==> config.mk <==
export PLATFORM = sky130hd
export DESIGN_NAME = param_sync_fifo
export DESIGN_NICKNAME = d
export VERILOG_FILES = /design/src/rtl/param_sync_fifo.sv
export SDC_FILE = /design/constraint.sdc
export NUM_CORES = 1
export LEC_CHECK = 0
export CAP_MARGIN = 15
export CORE_ASPECT_RATIO = 2
export CORE_UTILIZATION = 60
export CTS_BUF_LIST = sky130_fd_sc_hd__clkbuf_4
export DETAILED_ROUTE_END_ITERATION = 16
export PLACE_DENSITY = 0.87
export REMOVE_ABC_BUFFERS = 1
export SYNTH_ARGS = -nofsm -noshare
export SYNTH_HDL_FRONTEND = slang
export SYNTH_SLANG_ARGS = --single-unit
==> constraint.sdc <==
create_clock -name CLK -period 3.79 [get_ports CLK]
set_input_delay 0.9475 -clock CLK [delete_from_list [all_inputs] [get_ports CLK]]
set_output_delay 0.9475 -clock CLK [all_outputs]
set_load 0.02 [all_outputs]
==> src/rtl/param_sync_fifo.sv <==
// Parametrised single-clock FIFO with occupancy count, almost-full/empty thresholds and sticky error flags.
// Define PARAM_SYNC_FIFO_FWFT_EN for first-word-fall-through reads; the default build is standard read mode.
module param_sync_fifo #(
  parameter int unsigned DATA_W   = 8,
  parameter int unsigned ADDR_W   = 3,
  parameter int unsigned AE_LEVEL = 2,
  parameter int unsigned AF_LEVEL = 6
) (
  input  logic              CLK,
  input  logic              RST,
  input  logic              wEN,
  input  logic              rEN,
  input  logic [DATA_W-1:0] dIn,
  output logic [DATA_W-1:0] dOut,
  output logic              bFull,
  output logic              bEmpty,
  output logic              bAlmostFull,
  output logic              bAlmostEmpty,
  output logic [ADDR_W:0]   count,
  output logic              bOverflow,
  output logic              bUnderflow
);

  localparam int unsigned DEPTH = 1 << ADDR_W;
  localparam int unsigned CNT_W = ADDR_W + 1;

  logic [DATA_W-1:0] mem [DEPTH];
  logic [ADDR_W-1:0] wrPtr;
  logic [ADDR_W-1:0] rdPtr;
  logic [ADDR_W-1:0] rdPtrNext;
  logic [CNT_W-1:0]  countNext;
  logic              wrAccept;
  logic              rdAccept;

  // Acceptance uses the pre-edge full/empty flags only.
  always_comb begin
    wrAccept  = wEN && !bFull;
    rdAccept  = rEN && !bEmpty;
    rdPtrNext = rdPtr;
    countNext = count;
    if (rdAccept) rdPtrNext = rdPtr + ADDR_W'(1);
    if (wrAccept && !rdAccept)      countNext = count + CNT_W'(1);
    else if (!wrAccept && rdAccept) countNext = count - CNT_W'(1);
  end

  always_ff @(posedge CLK) begin
    if (!RST && wrAccept) mem[wrPtr] <= dIn;
  end

  // Pointers, count and status flags; status is derived from the next count.
  always_ff @(posedge CLK) begin
    if (RST) begin
      wrPtr        <= '0;
      rdPtr        <= '0;
      count        <= '0;
      bEmpty       <= 1'b1;
      bFull        <= 1'b0;
      bAlmostEmpty <= 1'b1;
      bAlmostFull  <= (AF_LEVEL == 0);
      bOverflow    <= 1'b0;
      bUnderflow   <= 1'b0;
    end else begin
      if (wrAccept) wrPtr <= wrPtr + ADDR_W'(1);
      rdPtr        <= rdPtrNext;
      count        <= countNext;
      bEmpty       <= (countNext == '0);
      bFull        <= (countNext == CNT_W'(DEPTH));
      bAlmostFull  <= (countNext >= CNT_W'(AF_LEVEL));
      bAlmostEmpty <= (countNext <= CNT_W'(AE_LEVEL));
      if (wEN && bFull)  bOverflow  <= 1'b1;
      if (rEN && bEmpty) bUnderflow <= 1'b1;
    end
  end

  always_ff @(posedge CLK) begin
    if (RST) begin
      dOut <= '0;
    end else begin
`ifdef PARAM_SYNC_FIFO_FWFT_EN
      // Present the next head; bypass dIn when the head slot is being written this edge.
      if (countNext != '0)
        dOut <= (wrAccept && (wrPtr == rdPtrNext)) ? dIn : mem[rdPtrNext];
`else
      if (rdAccept) dOut <= mem[rdPtr];
`endif
    end
  end

endmodule

==> summary.json, run 1 <==
{
  "status": {"value": "finished clean"},
  "port-buffer-count": {"value": 29},
  "critical_path.cell_chain": {"value": "clkdlybuf4s50_1 > inv_1 > nand3_1 > nor2_1"},
  "multiInputGateArea": {"value": 1000, "unit": "µm²"},
  "timing_max_transition_violations_final": {"value": 0},
  "place_congestion": {"value": 0.784},
  "worst-slew-pin-transition": {"value": 0.834, "unit": "ns"},
  "cts_tree": {"value": "built"},
  "timing.critical_path.slowest_stage_cell": {"value": "clkdlybuf4s50_1"},
  "timing.critical_path.to_type": {"value": "flip-flop"},
  "globalRouteOverflowTotal": {"value": 0},
  "fp.dieW": {"value": 55.9, "unit": "µm"},
  "cts.htree.levels": {"value": 3},
  "synth_top_cells_by_count": {"value": "64 x edfxtp_1, 24 x dfxtp_1, 16 x mux4_2"},
  "cell_area_placed": {"value": 3840, "unit": "µm²"},
  "synth.yosys.seq_area_share": {"value": 0.690},
  "filler_cell_count": {"value": 364},
  "grt_antenna_before_repair": {"value": 0},
  "final_net_count": {"value": 266},
  "fin_worst_skew": {"value": 0.0171, "unit": "ns"},
  "final-seq-area": {"value": 2400, "unit": "µm²"},
  "synth.largest_area_cell": {"value": "edfxtp_1"},
  "finalInstanceArea": {"value": 3950, "unit": "µm²"},
  "clock-sinks": {"value": 88},
  "stage_delay_of_the_slowest_cell_on_the_critical_path": {"value": 0.60, "unit": "ns"},
  "synthDominantCellAreaShare": {"value": 0.552},
  "static-leakage-power": {"value": 1.30, "unit": "nW"},
  "core.rowCount": {"value": 38},
  "timing.reg2reg.setup_slack": {"value": 2.01, "unit": "ns"},
  "max_clock_freq": {"value": 386, "unit": "MHz"},
  "detail_route.drc_violations": {"value": 0},
  "r2r_start": {"value": "bFull"},
  "yosysWarnings": {"value": 0},
  "layout_min_cycle_time": {"value": 2.59, "unit": "ns"},
  "postLayoutCoreUtil": {"value": 0.716},
  "synth_cells": {"value": 214},
  "crit-reg2reg-capture": {"value": "mem[6][2]"},
  "core_area": {"value": 5520, "unit": "µm²"},
  "holdBufCountCts": {"value": 0},
  "pwr_density_cell": {"value": 542, "unit": "nW/µm²"},
  "pin_count_of_the_biggest_net_entering_global_routing": {"value": 24},
  "finalHoldViolations": {"value": 0},
  "cp_data_required_time": {"value": 3.86, "unit": "ns"},
  "critical_path.max_fanout": {"value": 11},
  "cts.repair.resized": {"value": 0},
  "hold_start": {"value": "bOverflow"},
  "numPlacedInstances": {"value": 299},
  "synth_area_leaders": {"value": "edfxtp_1 55%, dfxtp_1 14%, mux4_2 10%, mux2i_1 2.3%, a21oi_1 1.9%"},
  "routed-via-count": {"value": 1905},
  "crit_arrival": {"value": 2.66, "unit": "ns"},
  "setup_violations": {"value": 0},
  "clock_insertion_delay_worst_skew": {"value": 0.44, "unit": "ns"},
  "buffers_inverters_on_critical_path": {"value": 2},
  "place.detailed.hpwl": {"value": 4090, "unit": "µm"},
  "post_route_cells_drive_above_1_share": {"value": 0.200},
  "synth_top_flop_cell": {"value": "edfxtp_1"},
  "drt_iter0_markers": {"value": 120},
  "totalWireLength": {"value": 6060, "unit": "µm"},
  "worst_hold_path.num_cells": {"value": 2},
  "diodes": {"value": 0},
  "syn_area_per_cell": {"value": 16.3, "unit": "µm²"},
  "timing.max_cap.violations": {"value": 0},
  "initial_core_util": {"value": 0.631},
  "r2r_cells": {"value": 3},
  "clkTransAtPathRegs": {"value": 0.12, "unit": "ns"},
  "global_route_wire_length_before_repair": {"value": 9450, "unit": "µm"},
  "cts.path.max_buffers": {"value": 2},
  "first_global_vias": {"value": 1881},
  "report.power.total": {"value": 2.14, "unit": "mW"},
  "postCtsSetupRepairBufs": {"value": 0},
  "hold-path-endpoint": {"value": "bOverflow"},
  "async_reset_ff_frac": {"value": 0},
  "synth_unique_cells": {"value": 33},
  "grt_util_all_layers": {"value": 0.222},
  "stdcell_count": {"value": 315},
  "drtAntennaViolNets": {"value": 0},
  "flow.area_growth_from_synthesis": {"value": 13.5, "unit": "%"},
  "die-area": {"value": 6130, "unit": "µm²"},
  "synthesis.area": {"value": 3480, "unit": "µm²"},
  "i_o_pin_cnt": {"value": 30},
  "worstHoldPathType": {"value": "flip-flop to flip-flop"},
  "detailedRoute.firstPassIterationCount": {"value": 6},
  "grt_setup_unrepaired": {"value": "no"},
  "setup_tns": {"value": 0, "unit": "ns"},
  "final_cycle_share": {"value": 0.684},
  "synth.ff_latch_count": {"value": 88},
  "setup.worst_path.class": {"value": "input port to flip-flop"},
  "slew_headroom": {"value": 0.443},
  "cell_family_with_most_cp_delay": {"value": "buffers and inverters"},
  "irDropWorstVdd": {"value": 0.000468, "unit": "V"},
  "die_height": {"value": 110, "unit": "µm"},
  "clockRootBuffer": {"value": "clkbuf_4"},
  "synth_edf_count": {"value": 64},
  "crit_path_start_kind": {"value": "input port"},
  "synth_most_common_cell": {"value": "edfxtp_1"},
  "vias_per_cell": {"value": 6.05},
  "avgRoutedWirePerCell": {"value": 19.2, "unit": "µm"},
  "cts-buffers-inserted": {"value": 9}
}
-- metal layers --
layer	vias to the layer above	routed length, µm	share of wire	global-route usage
li1	882	-	-	-
met1	938	2290	0.38	0.250
met2	65	3250	0.54	0.379
met3	20	291	0.048	0.0494
met4	0	240	0.040	0.148
met5	-	0	0	0
-- tightest hold or removal path, delay by kind of cell (launching register included) --
kind	cells	cell delay [ns]
compound gates	1	0.04
flops	1	0.35
simple gates	1	0.07
-- power by group --
part	switching [mW]	leakage (nW)	total (mW)	internal (mW)
Clock	0.283	0.0722	0.454	0.171
Combinational	0.265	0.453	0.526	0.260
Sequential	0.0598	0.775	1.16	1.10
Total	0.609	1.30	2.14	1.53
-- worst max path at each step --
stage / slack, ns / endpoint / start / depth (start not counted)
6_report: 1.20 / mem[7][6] / RST / 4
5_1_grt: 1.07 / mem[7][6] / RST / 4
4_1_cts: 1.24 / mem[7][6] / RST / 4
3_5_place_dp: 0.76 / mem[7][4] / RST / 4
3_3_place_gp: 0.79 / mem[7][5] / RST / 4
2_1_floorplan: 1.26 / mem[0][0] / wEN / 2
-- layout by cell type, fill, tap and decap left out, types with 2 or more instances in the layout --
cell type        instances
nand3_1                  3
clkinv_2                 2
ha_1                     4
nand2b_1                 2
a211oi_2                 2
clkbuf_4                14
xor2_1                   2
o21ai_0                 11
edfxtp_1                64
a21oi_1                 13
xnor2_1                  5
nand2_1                 11
clkdlybuf4s50_1         29
mux4_2                  16
nor2b_1                  2
mux2_4                   2
dfxtp_1                 24
buf_4                    7
inv_1                    3
nor2_1                  14
nor3_1                   4
mux2i_1                  8
and2b_4                  2
-- registers in the layout, indices dropped and copies added, names as in the netlist --
name	count
dOut	8
bOverflow	1
mem	64
bUnderflow	1
bAlmostEmpty	1
wrPtr	3
rdPtr	3
bEmpty	1
count	4
bAlmostFull	1
bFull	1
-- final cells by class --
class | instances | area share
clock buffer | 14 | 0.0266
multi-input combinational | 112 | 0.254
clock inverter | 2 | 0.00253
tap | 60 | 0.0190
timing repair buffer | 36 | 0.0868
sequential | 88 | 0.608
inverter | 3 | 0.00285
-- cells by family (layout without fill, tap and decap cells) --
family	after synthesis	in the layout	synth area share
buffers and inverters	14	55	0.0230
adder cells (fa/ha/maj)	4	4	0.0144
flip-flops	88	88	0.690
multiplexers	26	26	0.135
XOR/XNOR	7	7	0.0176
AND/OR/NAND/NOR	45	45	0.0665
AO/OA/AOI/OAI	30	30	0.0532
-- stage by stage --
stage / hold WS, ns / setup WS, ns
final: 0.485 / 1.20
after detailed placement: 0.459 / 0.763
after floorplan: 0.497 / 1.26
after global routing: 0.534 / 1.07
after global placement: 0.450 / 0.791
after CTS: 0.485 / 1.24
No activity file was read; power rests on OpenSTA's default activity.
==> run 2: changes to the inputs <==
CORE_UTILIZATION = 59   (was 60)
PLACE_DENSITY = 0.86   (was 0.87)
clock period = 2.7 ns   (was 3.79 ns; I/O delays follow)
==> summary.json, run 2 (same netlist as run 1, synthesis figures left out) <==
{
  "switchingPower": {"value": 875, "unit": "µW", "change": "was 609 µW"},
  "switching_share": {"value": 0.276, "change": "was 0.284"},
  "clock_insertion_delay_worst_skew": {"value": 0.43, "unit": "ns", "change": "was 0.44 ns"},
  "place_congestion": {"value": 0.856, "change": "was 0.784"},
  "cell_family_with_most_cp_delay": {"value": "buffers and inverters", "change": "unchanged"},
  "final_critical_path_setup_slack": {"value": 0.428, "unit": "ns", "change": "was 1.20 ns"},
  "stdcell_count": {"value": 321, "change": "was 315"},
  "die-area": {"value": 6230, "unit": "µm²", "change": "was 6130 µm²"},
  "setup.worst_path.class": {"value": "flip-flop to output pin", "change": "was input port to flip-flop"},
  "drt_iter0_markers": {"value": 111, "change": "was 120"},
  "pin_count_of_the_biggest_net_entering_global_routing": {"value": 19, "change": "was 24"},
  "postLayoutCoreUtil": {"value": 0.707, "change": "was 0.716"},
  "cts-buffers-inserted": {"value": 9, "change": "unchanged"},
  "postCtsSetupRepairBufs": {"value": 0, "change": "unchanged"},
  "status": {"value": "finished clean", "change": "unchanged"},
  "detail_route.drc_violations": {"value": 0, "change": "unchanged"},
  "cp_data_required_time": {"value": 2.03, "unit": "ns", "change": "was 3.86 ns"},
  "stage_delay_of_the_slowest_cell_on_the_critical_path": {"value": 0.66, "unit": "ns", "change": "was 0.60 ns"},
  "layout_min_cycle_time": {"value": 2.27, "unit": "ns"},
  "p_int": {"value": 2.30, "unit": "mW", "change": "was 1.53 mW"},
  "core_area": {"value": 5710, "unit": "µm²", "change": "was 5520 µm²"},
  "timing.critical_path.to_type": {"value": "output pin", "change": "was flip-flop"},
  "max_flop_register": {"value": "mem", "change": "unchanged"},
  "fin_worst_skew": {"value": 0.0183, "unit": "ns", "change": "was 0.0171 ns"},
  "diodes": {"value": 0, "change": "unchanged"},
  "setup_violations": {"value": 0, "change": "unchanged"},
  "grt_setup_unrepaired": {"value": "no", "change": "unchanged"},
  "drtAntennaViolNets": {"value": 0, "change": "unchanged"},
  "first_global_vias": {"value": 2041, "change": "was 1881"},
  "setup_tns": {"value": 0, "unit": "ns", "change": "unchanged"},
  "comb_power_share": {"value": 0.236, "change": "was 0.246"},
  "totalWireLength": {"value": 6140, "unit": "µm", "change": "was 6060 µm"},
  "grt_antenna_before_repair": {"value": 0, "change": "unchanged"},
  "final_cycle_share": {"value": 0.841},
  "critical_path.cell_chain": {"value": "clkdlybuf4s50_1", "change": "was clkdlybuf4s50_1 > inv_1 > nand3_1 > nor2_1"},
  "crit_path_start_kind": {"value": "flip-flop", "change": "was input port"},
  "layout_commonest_cell": {"value": "edfxtp_1", "change": "unchanged"},
  "crit_arrival": {"value": 1.60, "unit": "ns", "change": "was 2.66 ns"},
  "holdBufCountCts": {"value": 0, "change": "unchanged"},
  "numPlacedInstances": {"value": 305, "change": "was 299"},
  "clockRootBuffer": {"value": "clkbuf_4", "change": "unchanged"},
  "place.detailed.hpwl": {"value": 4080, "unit": "µm", "change": "was 4090 µm"},
  "finalHoldViolations": {"value": 0, "change": "unchanged"},
  "core.rowCount": {"value": 39, "change": "was 38"},
  "holdWs": {"value": 0.484, "unit": "ns", "change": "was 0.485 ns"},
  "seq_power_share": {"value": 0.512, "change": "was 0.542"},
  "timing.max_cap.violations": {"value": 0, "change": "unchanged"},
  "flow.area_growth_from_synthesis": {"value": 15.9, "unit": "%", "change": "was 13.5%"},
  "routed-via-count": {"value": 1906, "change": "was 1905"},
  "static-leakage-power": {"value": 1.34, "unit": "nW", "change": "was 1.30 nW"},
  "avgRoutedWirePerCell": {"value": 19.1, "unit": "µm", "change": "was 19.2 µm"},
  "slew_headroom": {"value": 0.426, "change": "was 0.443"},
  "timing_max_transition_violations_final": {"value": 0, "change": "unchanged"},
  "max_clock_freq": {"value": 440, "unit": "MHz"},
  "buffers_inverters_on_critical_path": {"value": 1, "change": "was 2"},
  "largestRegisters": {"value": "mem (64), dOut (8), count (4)", "change": "unchanged"},
  "cts.path.max_buffers": {"value": 2, "change": "unchanged"},
  "worstHoldPathType": {"value": "flip-flop to flip-flop", "change": "unchanged"},
  "final_net_count": {"value": 271, "change": "was 266"},
  "initial_core_util": {"value": 0.610, "change": "was 0.631"},
  "mostFrequentLayoutCells": {"value": "64 x edfxtp_1, 29 x clkdlybuf4s50_1, 24 x dfxtp_1", "change": "unchanged"},
  "report.power.total": {"value": 3.17, "unit": "mW", "change": "was 2.14 mW"},
  "post_route_cells_drive_above_1_share": {"value": 0.208, "change": "was 0.200"},
  "cts_tree": {"value": "built", "change": "unchanged"},
  "clkTransAtPathRegs": {"value": 0.13, "unit": "ns", "change": "was 0.12 ns"},
  "power.clock.fraction": {"value": 0.251, "change": "was 0.212"},
  "port-buffer-count": {"value": 29, "change": "unchanged"},
  "detailedRoute.firstPassIterationCount": {"value": 4, "change": "was 6"},
  "die_height": {"value": 111, "unit": "µm", "change": "was 110 µm"},
  "grt_util_all_layers": {"value": 0.225, "change": "was 0.222"},
  "pwr_density_cell": {"value": 786, "unit": "nW/µm²", "change": "was 542 nW/µm²"},
  "worst-slew-pin-transition": {"value": 0.860, "unit": "ns", "change": "was 0.834 ns"},
  "vias_per_cell": {"value": 5.94, "change": "was 6.05"},
  "cell_area_placed": {"value": 3870, "unit": "µm²", "change": "was 3840 µm²"},
  "i_o_pin_cnt": {"value": 30, "change": "unchanged"},
  "placement.setup.worst_slack": {"value": 0.270, "unit": "ns", "change": "was 0.763 ns"},
  "flip_flop_count_of_the_largest_register_all_copies_and_words_added": {"value": 64, "change": "unchanged"},
  "fp.dieW": {"value": 56.3, "unit": "µm", "change": "was 55.9 µm"},
  "timing.critical_path.slowest_stage_cell": {"value": "clkdlybuf4s50_1", "change": "unchanged"},
  "irDropWorstVdd": {"value": 0.000682, "unit": "V", "change": "was 0.000468 V"},
  "clock-sinks": {"value": 88, "change": "unchanged"},
  "cts.repair.resized": {"value": 0, "change": "unchanged"},
  "globalRouteOverflowTotal": {"value": 0, "change": "unchanged"},
  "global_route_wire_length_before_repair": {"value": 9890, "unit": "µm", "change": "was 9450 µm"},
  "cts.htree.levels": {"value": 3, "change": "unchanged"},
  "finalInstanceArea": {"value": 4030, "unit": "µm²", "change": "was 3950 µm²"},
  "critical_path.max_fanout": {"value": 8, "change": "was 11"}
}
==> run 2: cell count changes in the layout (fill, tap and decap cells not counted), sizes merged <==
| cell | previous run | this run |
|---|---|---|
| clkinvlp | 0 | 1 |
| clkinv | 2 | 3 |
| buf | 7 | 12 |
| bufinv | 0 | 2 |
| clkbuf | 14 | 10 |
==> run 2: metal layers <==
layer / routed length (µm) / vias to the layer above / GRT usage
met5: 0 / - / 0
li1: - / 897 / -
met2: 3390 / 61 / 0.396
met3: 291 / 19 / 0.0609
met4: 216 / 0 / 0.133
met1: 2250 / 929 / 0.230
==> run 2: cell type report <==
| type | count | area [µm²] |
|---|---|---|
| repair buffers | 41 | 380 |
| clock inverters | 6 | 83.8 |
| flip-flops and latches | 88 | 2400 |
| fillers | 372 | 1680 |
| clock buffers | 10 | 75.1 |
| inverters | 3 | 11.3 |
| multi-input cells | 112 | 1000 |
| well taps | 61 | 76.3 |
==> run 2: power groups by stage <==
stage	clock network (mW)	logic (mW)	registers, mW
after floorplan	0	0.371	1.75
after global placement	0	0.734	1.65
after detailed placement	0	0.750	1.65
after CTS	0.815	0.756	1.63
after global routing	0.860	0.812	1.64
final	0.797	0.750	1.62
==> run 2: path summary, 6_finish.rpt <==
check                                start          to  slack (ns)  cells after the start
worst min-delay path            bUnderflow  bUnderflow        0.48                      2
worst max register to register       bFull       bFull        0.95                      5
worst min register to register  bUnderflow  bUnderflow        0.48                      2
worst max-delay path              count[0]    count[0]        0.43                      1
==> run 3: changes to the inputs <==
CORE_UTILIZATION = 54   (was 59)
PLACE_DENSITY = 0.83   (was 0.86)
clock period = 1.95 ns   (was 2.7 ns; I/O delays follow)
==> summary.json, run 3 (same netlist as run 1, synthesis figures left out) <==
{
  "flow.area_growth_from_synthesis": {"value": 18.9, "unit": "%", "change": "was 15.9%"},
  "buffers_inverters_on_critical_path": {"value": 1, "change": "unchanged"},
  "filler_cell_count": {"value": 477, "change": "was 372"},
  "grt_antenna_before_repair": {"value": 0, "change": "unchanged"},
  "diodes": {"value": 0, "change": "unchanged"},
  "critical_path.max_fanout": {"value": 2, "change": "was 8"},
  "layout_min_cycle_time": {"value": 1.87, "unit": "ns"},
  "static-leakage-power": {"value": 1.43, "unit": "nW", "change": "was 1.34 nW"},
  "timing.critical_path.slowest_stage_cell": {"value": "clkdlybuf4s50_1", "change": "unchanged"},
  "postCtsSetupRepairBufs": {"value": 0, "change": "unchanged"},
  "cts_tree": {"value": "built", "change": "unchanged"},
  "largestRegisters": {"value": "mem (64), dOut (8), count (4)", "change": "unchanged"},
  "clkTransAtPathRegs": {"value": 0.12, "unit": "ns", "change": "was 0.13 ns"},
  "place_congestion": {"value": 0.764, "change": "was 0.856"},
  "flip_flop_count_of_the_largest_register_all_copies_and_words_added": {"value": 64, "change": "unchanged"},
  "timing_max_transition_violations_final": {"value": 0, "change": "unchanged"},
  "post_route_cells_drive_above_1_share": {"value": 0.251, "change": "was 0.208"},
  "place.detailed.hpwl": {"value": 4450, "unit": "µm", "change": "was 4080 µm"},
  "power.clock.fraction": {"value": 0.230, "change": "was 0.251"},
  "cp_data_required_time": {"value": 1.46, "unit": "ns", "change": "was 2.03 ns"},
  "clock-sinks": {"value": 88, "change": "unchanged"},
  "final_net_count": {"value": 282, "change": "was 271"},
  "setup.worst_path.class": {"value": "flip-flop to output pin", "change": "unchanged"},
  "crit_path_start_kind": {"value": "flip-flop", "change": "unchanged"},
  "core_area": {"value": 6260, "unit": "µm²", "change": "was 5710 µm²"},
  "avgRoutedWirePerCell": {"value": 17.5, "unit": "µm", "change": "was 19.1 µm"},
  "die_height": {"value": 116, "unit": "µm", "change": "was 111 µm"},
  "port-buffer-count": {"value": 29, "change": "unchanged"},
  "max_clock_freq": {"value": 535, "unit": "MHz"},
  "timing.critical_path.to_type": {"value": "output pin", "change": "unchanged"},
  "worstHoldPathType": {"value": "flip-flop to flip-flop", "change": "unchanged"},
  "cts.path.max_buffers": {"value": 2, "change": "unchanged"},
  "die-area": {"value": 6790, "unit": "µm²", "change": "was 6230 µm²"},
  "critical_path.cell_chain": {"value": "clkdlybuf4s50_1", "change": "unchanged"},
  "holdBufCountCts": {"value": 0, "change": "unchanged"},
  "grt_setup_unrepaired": {"value": "no", "change": "unchanged"},
  "pwr_density_cell": {"value": 1040, "unit": "nW/µm²", "change": "was 786 nW/µm²"},
  "globalRouteOverflowTotal": {"value": 0, "change": "unchanged"},
  "stage_delay_of_the_slowest_cell_on_the_critical_path": {"value": 0.60, "unit": "ns", "change": "was 0.66 ns"},
  "cell_family_with_most_cp_delay": {"value": "buffers and inverters", "change": "unchanged"},
  "detail_route.drc_violations": {"value": 0, "change": "unchanged"},
  "seq_power_share": {"value": 0.523, "change": "was 0.512"},
  "worst_setup_sp": {"value": "dOut[2]", "change": "was count[0]"},
  "max_flop_register": {"value": "mem", "change": "unchanged"},
  "initial_core_util": {"value": 0.556, "change": "was 0.610"},
  "setup_violations": {"value": 0, "change": "unchanged"},
  "worst_hold_path.num_cells": {"value": 2, "change": "unchanged"},
  "worst-slew-pin-transition": {"value": 0.598, "unit": "ns", "change": "was 0.860 ns"},
  "placement.setup.worst_slack": {"value": -0.189, "unit": "ns", "change": "was 0.270 ns"},
  "layout_commonest_cell": {"value": "edfxtp_1", "change": "unchanged"},
  "switchingPower": {"value": 1.18, "unit": "mW", "change": "was 875 µW"},
  "global_route_wire_length_before_repair": {"value": 10200, "unit": "µm", "change": "was 9890 µm"},
  "r2r_cells": {"value": 6, "change": "was 5"},
  "timing.max_cap.violations": {"value": 0, "change": "unchanged"},
  "pin_count_of_the_biggest_net_entering_global_routing": {"value": 19, "change": "unchanged"},
  "i_o_pin_cnt": {"value": 30, "change": "unchanged"},
  "totalWireLength": {"value": 6260, "unit": "µm", "change": "was 6140 µm"},
  "slew_headroom": {"value": 0.601, "change": "was 0.426"},
  "timing.reg2reg.setup_slack": {"value": 0.30, "unit": "ns", "change": "was 0.95 ns"},
  "switching_share": {"value": 0.274, "change": "was 0.276"},
  "drtAntennaViolNets": {"value": 0, "change": "unchanged"},
  "final_critical_path_setup_slack": {"value": 0.0807, "unit": "ns", "change": "was 0.428 ns"},
  "holdWs": {"value": 0.487, "unit": "ns", "change": "was 0.484 ns"},
  "grt_util_all_layers": {"value": 0.218, "change": "was 0.225"},
  "vias_per_cell": {"value": 5.45, "change": "was 5.94"},
  "status": {"value": "finished clean", "change": "unchanged"},
  "detailedRoute.firstPassIterationCount": {"value": 4, "change": "unchanged"},
  "drt_iter0_markers": {"value": 108, "change": "was 111"},
  "r2r_start": {"value": "count[1]", "change": "was bFull"},
  "core.rowCount": {"value": 41, "change": "was 39"},
  "p_int": {"value": 3.13, "unit": "mW", "change": "was 2.30 mW"},
  "first_global_vias": {"value": 2045, "change": "was 2041"},
  "fin_worst_skew": {"value": 0.00832, "unit": "ns", "change": "was 0.0183 ns"},
  "cts-buffers-inserted": {"value": 9, "change": "unchanged"},
  "cts.htree.levels": {"value": 3, "change": "unchanged"},
  "numPlacedInstances": {"value": 341, "change": "was 305"},
  "clockRootBuffer": {"value": "clkbuf_4", "change": "unchanged"},
  "crit_arrival": {"value": 1.38, "unit": "ns", "change": "was 1.60 ns"},
  "stdcell_count": {"value": 357, "change": "was 321"},
  "finalHoldViolations": {"value": 0, "change": "unchanged"},
  "hold_start": {"value": "bUnderflow", "change": "unchanged"},
  "critical_path_cell_count": {"value": 1, "change": "unchanged"},
  "fp.dieW": {"value": 58.8, "unit": "µm", "change": "was 56.3 µm"},
  "clock_insertion_delay_worst_skew": {"value": 0.42, "unit": "ns", "change": "was 0.43 ns"},
  "routed-via-count": {"value": 1947, "change": "was 1906"},
  "final_cycle_share": {"value": 0.959},
  "mostFrequentLayoutCells": {"value": "64 x edfxtp_1, 23 x dfxtp_1, 23 x clkdlybuf4s50_1", "change": "was 64 x edfxtp_1, 29 x clkdlybuf4s50_1, 24 x dfxtp_1"},
  "comb_power_share": {"value": 0.247, "change": "was 0.236"},
  "irDropWorstVdd": {"value": 0.000690, "unit": "V", "change": "was 0.000682 V"}
}
-- run 3: cell count changes in the layout (fill, tap and decap cells not counted), sizes merged --
| cell | previous run | this run |
|---|---|---|
| buf | 12 | 23 |
| clkbuf | 10 | 13 |
| bufinv | 2 | 1 |
| clkinvlp | 1 | 0 |
| dlygate4sd2 | 0 | 5 |
| clkdlybuf4s50 | 29 | 23 |
| dlymetal6s2s | 0 | 1 |
| clkinv | 3 | 2 |
-- run 3: worst paths after layout --
kind / endpoint
max: dOut[2]
min: bUnderflow
max reg2reg: bEmpty
min reg2reg: bUnderflow
-- run 3: power groups by stage --
stage / Combinational, mW / Sequential (mW) / Clock (mW)
final: 1.07 / 2.26 / 0.992
after global routing: 1.17 / 2.28 / 1.06
after detailed placement: 1.09 / 2.30 / 0
after CTS: 1.08 / 2.26 / 1.02
after global placement: 1.08 / 2.29 / 0
after floorplan: 0.513 / 2.43 / 0
-- run 3: area by class of cell --
cell class / count / area [µm²] / area share
sequential: 88 / 2400 / 0.581
multi-input combinational: 112 / 1000 / 0.243
timing repair buffer: 52 / 472 / 0.114
tap: 86 / 108 / 0.0260
clock buffer: 13 / 97.6 / 0.0236
clock inverter: 3 / 43.8 / 0.0106
inverter: 3 / 11.3 / 0.00272
-- run 3: per-layer routing --
layer	share of wire	vias to the layer above	global-route usage
met2	0.57	43	0.379
met5	0	-	0
met4	0.045	0	0.140
met3	0.034	18	0.0413
met1	0.35	964	0.235
li1	-	922	-
-- run 3: stage by stage --
stage	power (mW)	setup TNS, ns	util	instance area, µm²
detailed placement	3.39	-6.41	0.639	4000
global route	4.51	0	0.662	4140
CTS	4.36	0	0.661	4140
finish	4.32	0	0.662	4140
floorplan	2.94	-1.46	-	3410
global placement	3.37	-4.54	0.639	4000
-- run 3: repair_timing --
action / CTS / global route
pin swaps: 0 / 0
resized for setup: 6 / 1
endpoints found under the setup margin: 5 / 1
